## src/rtl/ps2_key_decoder.sv

```systemverilog
// PS/2 set-2 scancode decoder: tracks E0/F0 prefixes, reports make/break events,
// and holds the last-made key with its uppercase ASCII translation.
module ps2_key_decoder #(
  parameter int CNT_W = 8
) (
  input  logic             clk,
  input  logic             rst,
  input  logic             code_valid,
  input  logic [7:0]       code,
  output logic             key_down,
  output logic [7:0]       key_code,
  output logic             key_ext,
  output logic [7:0]       key_ascii,
  output logic [CNT_W-1:0] press_cnt,
  output logic             ev_valid,
  output logic             ev_make,
  output logic             err
);

  typedef enum logic [1:0] {IDLE, BRK, EXT, EXT_BRK} state_t;

  state_t state;
  logic   tgt_ext;
  logic   same_key;
  logic   repeat_hit;

  function automatic logic [7:0] ascii_of(input logic [7:0] c, input logic e);
    logic [7:0] a;
    a = 8'h00;
    if (!e) begin
      case (c)
        8'h1C: a = 8'h41; 8'h32: a = 8'h42; 8'h21: a = 8'h43; 8'h23: a = 8'h44;
        8'h24: a = 8'h45; 8'h2B: a = 8'h46; 8'h34: a = 8'h47; 8'h33: a = 8'h48;
        8'h43: a = 8'h49; 8'h3B: a = 8'h4A; 8'h42: a = 8'h4B; 8'h4B: a = 8'h4C;
        8'h3A: a = 8'h4D; 8'h31: a = 8'h4E; 8'h44: a = 8'h4F; 8'h4D: a = 8'h50;
        8'h15: a = 8'h51; 8'h2D: a = 8'h52; 8'h1B: a = 8'h53; 8'h2C: a = 8'h54;
        8'h3C: a = 8'h55; 8'h2A: a = 8'h56; 8'h1D: a = 8'h57; 8'h22: a = 8'h58;
        8'h35: a = 8'h59; 8'h1A: a = 8'h5A;
        8'h45: a = 8'h30; 8'h16: a = 8'h31; 8'h1E: a = 8'h32; 8'h26: a = 8'h33;
        8'h25: a = 8'h34; 8'h2E: a = 8'h35; 8'h36: a = 8'h36; 8'h3D: a = 8'h37;
        8'h3E: a = 8'h38; 8'h46: a = 8'h39;
        8'h29: a = 8'h20; 8'h5A: a = 8'h0D; 8'h66: a = 8'h08;
        default: a = 8'h00;
      endcase
    end
    return a;
  endfunction

  // A byte targets the extended key set whenever an E0 prefix is pending.
  always_comb begin
    tgt_ext    = (state == EXT) || (state == EXT_BRK);
    same_key   = (key_code == code) && (key_ext == tgt_ext);
    repeat_hit = key_down && same_key;
  end

  always_ff @(posedge clk or negedge rst) begin
    if (!rst) begin
      state     <= IDLE;
      key_down  <= 1'b0;
      key_code  <= 8'h00;
      key_ext   <= 1'b0;
      key_ascii <= 8'h00;
      press_cnt <= '0;
      ev_valid  <= 1'b0;
      ev_make   <= 1'b0;
      err       <= 1'b0;
    end else begin
      ev_valid <= 1'b0;
      err      <= 1'b0;
      if (code_valid) begin
        case (state)
          IDLE, EXT: begin
            if (code == 8'hE0) begin
              state <= EXT;
            end else if (code == 8'hF0) begin
              state <= (state == IDLE) ? BRK : EXT_BRK;
            end else begin
              state <= IDLE;
              // Typematic repeats of the held key produce no event.
              if (!repeat_hit) begin
                key_down  <= 1'b1;
                key_code  <= code;
                key_ext   <= tgt_ext;
                key_ascii <= ascii_of(code, tgt_ext);
                press_cnt <= press_cnt + CNT_W'(1);
                ev_valid  <= 1'b1;
                ev_make   <= 1'b1;
              end
            end
          end
          BRK, EXT_BRK: begin
            state <= IDLE;
            if (code == 8'hE0 || code == 8'hF0) begin
              err <= 1'b1;
            end else begin
              ev_valid <= 1'b1;
              ev_make  <= 1'b0;
              if (same_key) key_down <= 1'b0;
            end
          end
          default: state <= IDLE;
        endcase
      end
    end
  end

endmodule
```

## config.mk

```make
export PLATFORM = sky130hd
export DESIGN_NAME = ps2_key_decoder
export DESIGN_NICKNAME = d
export VERILOG_FILES = /design/src/rtl/ps2_key_decoder.sv
export SDC_FILE = /design/constraint.sdc
export NUM_CORES = 1
export LEC_CHECK = 0
export CORE_MARGIN = 5
export CORE_UTILIZATION = 53
export DETAILED_ROUTE_END_ITERATION = 10
export PLACE_DENSITY = 0.82
export SLEW_MARGIN = 40
export SYNTH_ARGS = -nofsm -noshare
export SYNTH_HDL_FRONTEND = slang
export SYNTH_SLANG_ARGS = --single-unit
export TNS_END_PERCENT = 5
```

## constraint.sdc

```tcl
create_clock -name clk -period 2.19 [get_ports clk]
set_input_delay 0.3285 -clock clk [delete_from_list [all_inputs] [get_ports clk]]
set_output_delay 0.3285 -clock clk [all_outputs]
set_load 0.05 [all_outputs]
```

==> results.json <==
{
  "numPortBuffers": 38,
  "drc": 0,
  "place.detailed.hpwl_mm": 4.687,
  "yosys_warnings": 0,
  "critical_path.max_fanout": 3,
  "core_region_area_mm2": 0.004294,
  "route.vias.total": 2165,
  "die_w_um": 76.02,
  "postRouteAntennaNets": 0,
  "inserted_diodes": 0,
  "cts_hold_buf": 0,
  "cts-buffers-inserted": 5,
  "clock_sinks": 30,
  "h-tree-depth": 2,
  "fraction_of_synthesis_flops_using_an_asynchronous_set_or_reset_pin": 1.000,
  "r2r_slack_ns": 0.32,
  "timing.final.crit_share": 0.9715,
  "grt_pass1_vias": 2145,
  "worstHoldPathType": "input port to async pin",
  "criticalPathCategory": "input port to flip-flop",
  "regArea_um2": 750.7,
  "place_congestion": 0.9666,
  "fmaxAchievable_mhz": 470.0,
  "outcome": "completed",
  "cap_viol_max_count": 0,
  "synth.net_count": 260,
  "primary_flip_flop_cell_chosen_by_synthesis_mapping": "sky130_fd_sc_hd__dfrtp_1",
  "area.growth.synth_to_final_pct": 35.16,
  "timing.final.crit_period_ns": 2.128,
  "synth_seq_area_share": 0.3250,
  "synth_area_mm2": 0.002310,
  "postSynthCellCount": 241,
  "final_util": 0.7270,
  "detailedPlace.worstSlack_ns": -0.2464,
  "vdd.ir_drop.worst_mv": 0.8572,
  "drv_slew": 0,
  "grt_remaining_overflow": 0,
  "via_per_inst": 5.867,
  "tritoncts_clock_tree": "done",
  "tightestPinTransition_ns": 0.5141,
  "required_ns": 2.36,
  "grt_max_degree": 31,
  "rsz0062_at_grt": "true",
  "floorplan.die.height_um": 76.02,
  "layout.filler_cells": 328,
  "critical_path.startpoint_type": "input port",
  "core.rowCount": 24,
  "layout_setup_ws_ns": 0.06243,
  "design.final.nets": 335,
  "timing.rr.end": "key_ascii[4]$_DFFE_PN0P_",
  "netlist.area_leader.share": 0.3250,
  "ys_top_cells_by_area": "sky130_fd_sc_hd__dfrtp_1 33%, sky130_fd_sc_hd__mux2_4 5.9%, sky130_fd_sc_hd__mux2_2 4.9%, sky130_fd_sc_hd__ha_1 4.3%, sky130_fd_sc_hd__xor2_1 3.4%",
  "total_leakage_power_nw": 1.387,
  "global_route_wire_length_before_repair_mm": 10.74,
  "yosys.cell_types.count": 56,
  "postSynthRegisterBits": 30,
  "wire_per_inst_um": 17.38,
  "boundaryPins": 40,
  "drt_pre_antenna_iters": 4,
  "clock-skew-final_ns": 0.005282,
  "routed_wirelength_mm": 6.415,
  "fraction_of_layout_cells_with_a_size_suffix_above_1": 0.2744,
  "endpoint_kind": "flip-flop",
  "setup_viol_count_final": 0,
  "worst_skew_pair.late_latency_ns": 0.28,
  "worstRegToRegCells": 5,
  "initial_utilization": 0.5379,
  "clock_path_buffers": 2,
  "syn_avg_cell_area_um2": 9.584,
  "design.die.area_mm2": 0.005778,
  "worst_max_slew_margin_expressed_relative_to_the_limit": 0.6562,
  "critical_path_arrival_ns": 2.30,
  "clk_pin_slew_worst_paths_ns": 0.07,
  "holdWs_ns": 0.4306,
  "multi_input_gate_area_in_the_final_layout_mm2": 0.001421,
  "synth_top_cell_by_area": "sky130_fd_sc_hd__dfrtp_1",
  "clk_root_buffer_cell": "sky130_fd_sc_hd__clkbuf_8",
  "antenna_found_initial": 0,
  "worstReg2RegStart": "key_code[6]$_DFFE_PN0P_",
  "powerDensity_mw_per_mm2": 709.4,
  "hold_viol_final": 0,
  "synth_edf_count": 0,
  "gr-usage-all-layers": 0.2261,
  "drt_iter0_drc": 188
}
==> Yosys cell counts, types with 3 or more instances <==
cell / instances
sky130_fd_sc_hd__dfrtp_1: 30
sky130_fd_sc_hd__nand2_1: 14
sky130_fd_sc_hd__a21oi_1: 13
sky130_fd_sc_hd__inv_1: 10
sky130_fd_sc_hd__mux2_2: 10
sky130_fd_sc_hd__nor2_1: 10
sky130_fd_sc_hd__buf_2: 9
sky130_fd_sc_hd__mux2_4: 9
sky130_fd_sc_hd__nor2b_1: 9
sky130_fd_sc_hd__xor2_1: 9
sky130_fd_sc_hd__and3_1: 8
sky130_fd_sc_hd__ha_1: 8
sky130_fd_sc_hd__nand2b_1: 7
sky130_fd_sc_hd__nand3_1: 7
sky130_fd_sc_hd__nand4_1: 7
sky130_fd_sc_hd__o21ai_0: 7
sky130_fd_sc_hd__xnor2_1: 7
sky130_fd_sc_hd__a31oi_1: 6
sky130_fd_sc_hd__clkbuf_1: 5
sky130_fd_sc_hd__buf_6: 4
sky130_fd_sc_hd__mux2i_1: 4
sky130_fd_sc_hd__a311oi_1: 3
sky130_fd_sc_hd__nor3_1: 3
sky130_fd_sc_hd__o211ai_1: 3
==> sequential cells by signal, summed over array words and instances (netlist names) <==
register and cells:
key_code 8, press_cnt 8, key_ascii 7, state 2, err 1, ev_make 1
ev_valid 1, key_down 1, key_ext 1
==> metal layers <==
layer / vias to the layer above / share of wire / track usage
met1: 1031 / 0.43 / 0.3101
li1: 1025 / - / -
met3: 9 / 0.080 / 0.04137
met4: 0 / 0.016 / 0.08541
met2: 100 / 0.47 / 0.3527
met5: - / 0 / 0
==> critical path, cell delays in order <==
cell and delay, ns:
sky130_fd_sc_hd__clkdlybuf4s50_1 0.47, sky130_fd_sc_hd__inv_1 0.07, sky130_fd_sc_hd__ha_1 0.32, sky130_fd_sc_hd__mux2_2 0.28, sky130_fd_sc_hd__a31oi_2 0.19, sky130_fd_sc_hd__nor2_1 0.06
sky130_fd_sc_hd__o311a_1 0.32, sky130_fd_sc_hd__mux2_4 0.25
==> area by class of cell <==
| class | instances | share of cell area |
|---|---|---|
| inverter | 10 | 0.01202 |
| clock inverter | 1 | 0.001603 |
| sequential | 30 | 0.2405 |
| tap | 52 | 0.02084 |
| multi-input combinational | 181 | 0.4553 |
| clock buffer | 7 | 0.02766 |
| timing repair buffer | 88 | 0.2421 |
==> stage by stage <==
stage / power (mW) / instance area [um2] / TNS (ns) / std cells
finish: 2.215 / 3122 / 0 / 369
CTS: 2.211 / 3102 / 0 / 369
global route: 2.310 / 3122 / -0.01895 / 369
detailed placement: 1.731 / 3010 / -2.442 / 361
global placement: 1.709 / 3010 / -2.523 / 361
floorplan: 1.376 / 2310 / 0 / 241
==> kinds of logic after synthesis <==
family / after synthesis / share of synthesized area
other: 1 / 0.001624
buffers and inverters: 30 / 0.06826
AND/OR/NAND/NOR: 79 / 0.2080
flip-flops: 30 / 0.3250
XOR/XNOR: 16 / 0.06067
AO/OA/AOI/OAI: 53 / 0.1587
adder cells (fa/ha/maj): 8 / 0.04334
multiplexers: 24 / 0.1343
==> report_power, final <==
group	switching (mW)	internal [mW]
clock	0.221	0.253
sequential	0.0961	0.644
combinational	0.598	0.402
total	0.915	1.30
==> timing repair <==
action	4_1_cts	5_1_grt
setup buffers	0	0
gates resized for setup	0	6
setup endpoints to repair	0	3
==> cell usage in the layout (no fill, tap or decap), types with 2 or more instances in the layout <==
master                            netlist  final
sky130_fd_sc_hd__a211o_1                2      2
sky130_fd_sc_hd__a21oi_1               13     12
sky130_fd_sc_hd__a311oi_1               3      2
sky130_fd_sc_hd__a31oi_1                6      5
sky130_fd_sc_hd__a32oi_1                2      2
sky130_fd_sc_hd__and2_1                 2      2
sky130_fd_sc_hd__and3_1                 8      8
sky130_fd_sc_hd__buf_4                  1     50
sky130_fd_sc_hd__clkbuf_8               0      6
sky130_fd_sc_hd__clkdlybuf4s50_1        0     38
sky130_fd_sc_hd__dfrtp_1               30     30
sky130_fd_sc_hd__ha_1                   8      8
sky130_fd_sc_hd__inv_1                 10     10
sky130_fd_sc_hd__mux2_2                10     10
sky130_fd_sc_hd__mux2_4                 9      9
sky130_fd_sc_hd__mux2i_1                4      3
sky130_fd_sc_hd__nand2_1               14     14
sky130_fd_sc_hd__nand2b_1               7      7
sky130_fd_sc_hd__nand3_1                7      7
sky130_fd_sc_hd__nand4_1                7      7
sky130_fd_sc_hd__nor2_1                10     10
sky130_fd_sc_hd__nor2b_1                9      9
sky130_fd_sc_hd__nor3_1                 3      3
sky130_fd_sc_hd__nor4_4                 2      2
sky130_fd_sc_hd__o211ai_1               3      3
sky130_fd_sc_hd__o21ai_0                7      6
sky130_fd_sc_hd__o311a_1                2      2
sky130_fd_sc_hd__o31ai_1                2      2
sky130_fd_sc_hd__or2_2                  2      2
sky130_fd_sc_hd__xnor2_1                7      7
sky130_fd_sc_hd__xor2_1                 9      9
==> how the worst max path moves through the flow <==
stage | startpoint | slack (ns) | cells after the start | endpoint
5_1_grt | code[0] | -0.02 | 8 | key_ascii[4]$_DFFE_PN0P_
6_report | code[0] | 0.06 | 8 | key_ascii[4]$_DFFE_PN0P_
4_1_cts | code[0] | 0.06 | 8 | key_ascii[0]$_DFFE_PN0P_
2_1_floorplan | code[1] | 0.07 | 8 | key_ascii[0]$_DFFE_PN0P_
3_5_place_dp | code[0] | -0.25 | 8 | key_ascii[0]$_DFFE_PN0P_
3_3_place_gp | code[1] | -0.24 | 9 | key_ascii[3]$_DFFE_PN0P_
Note: power is estimated with default switching activity, not from simulation.
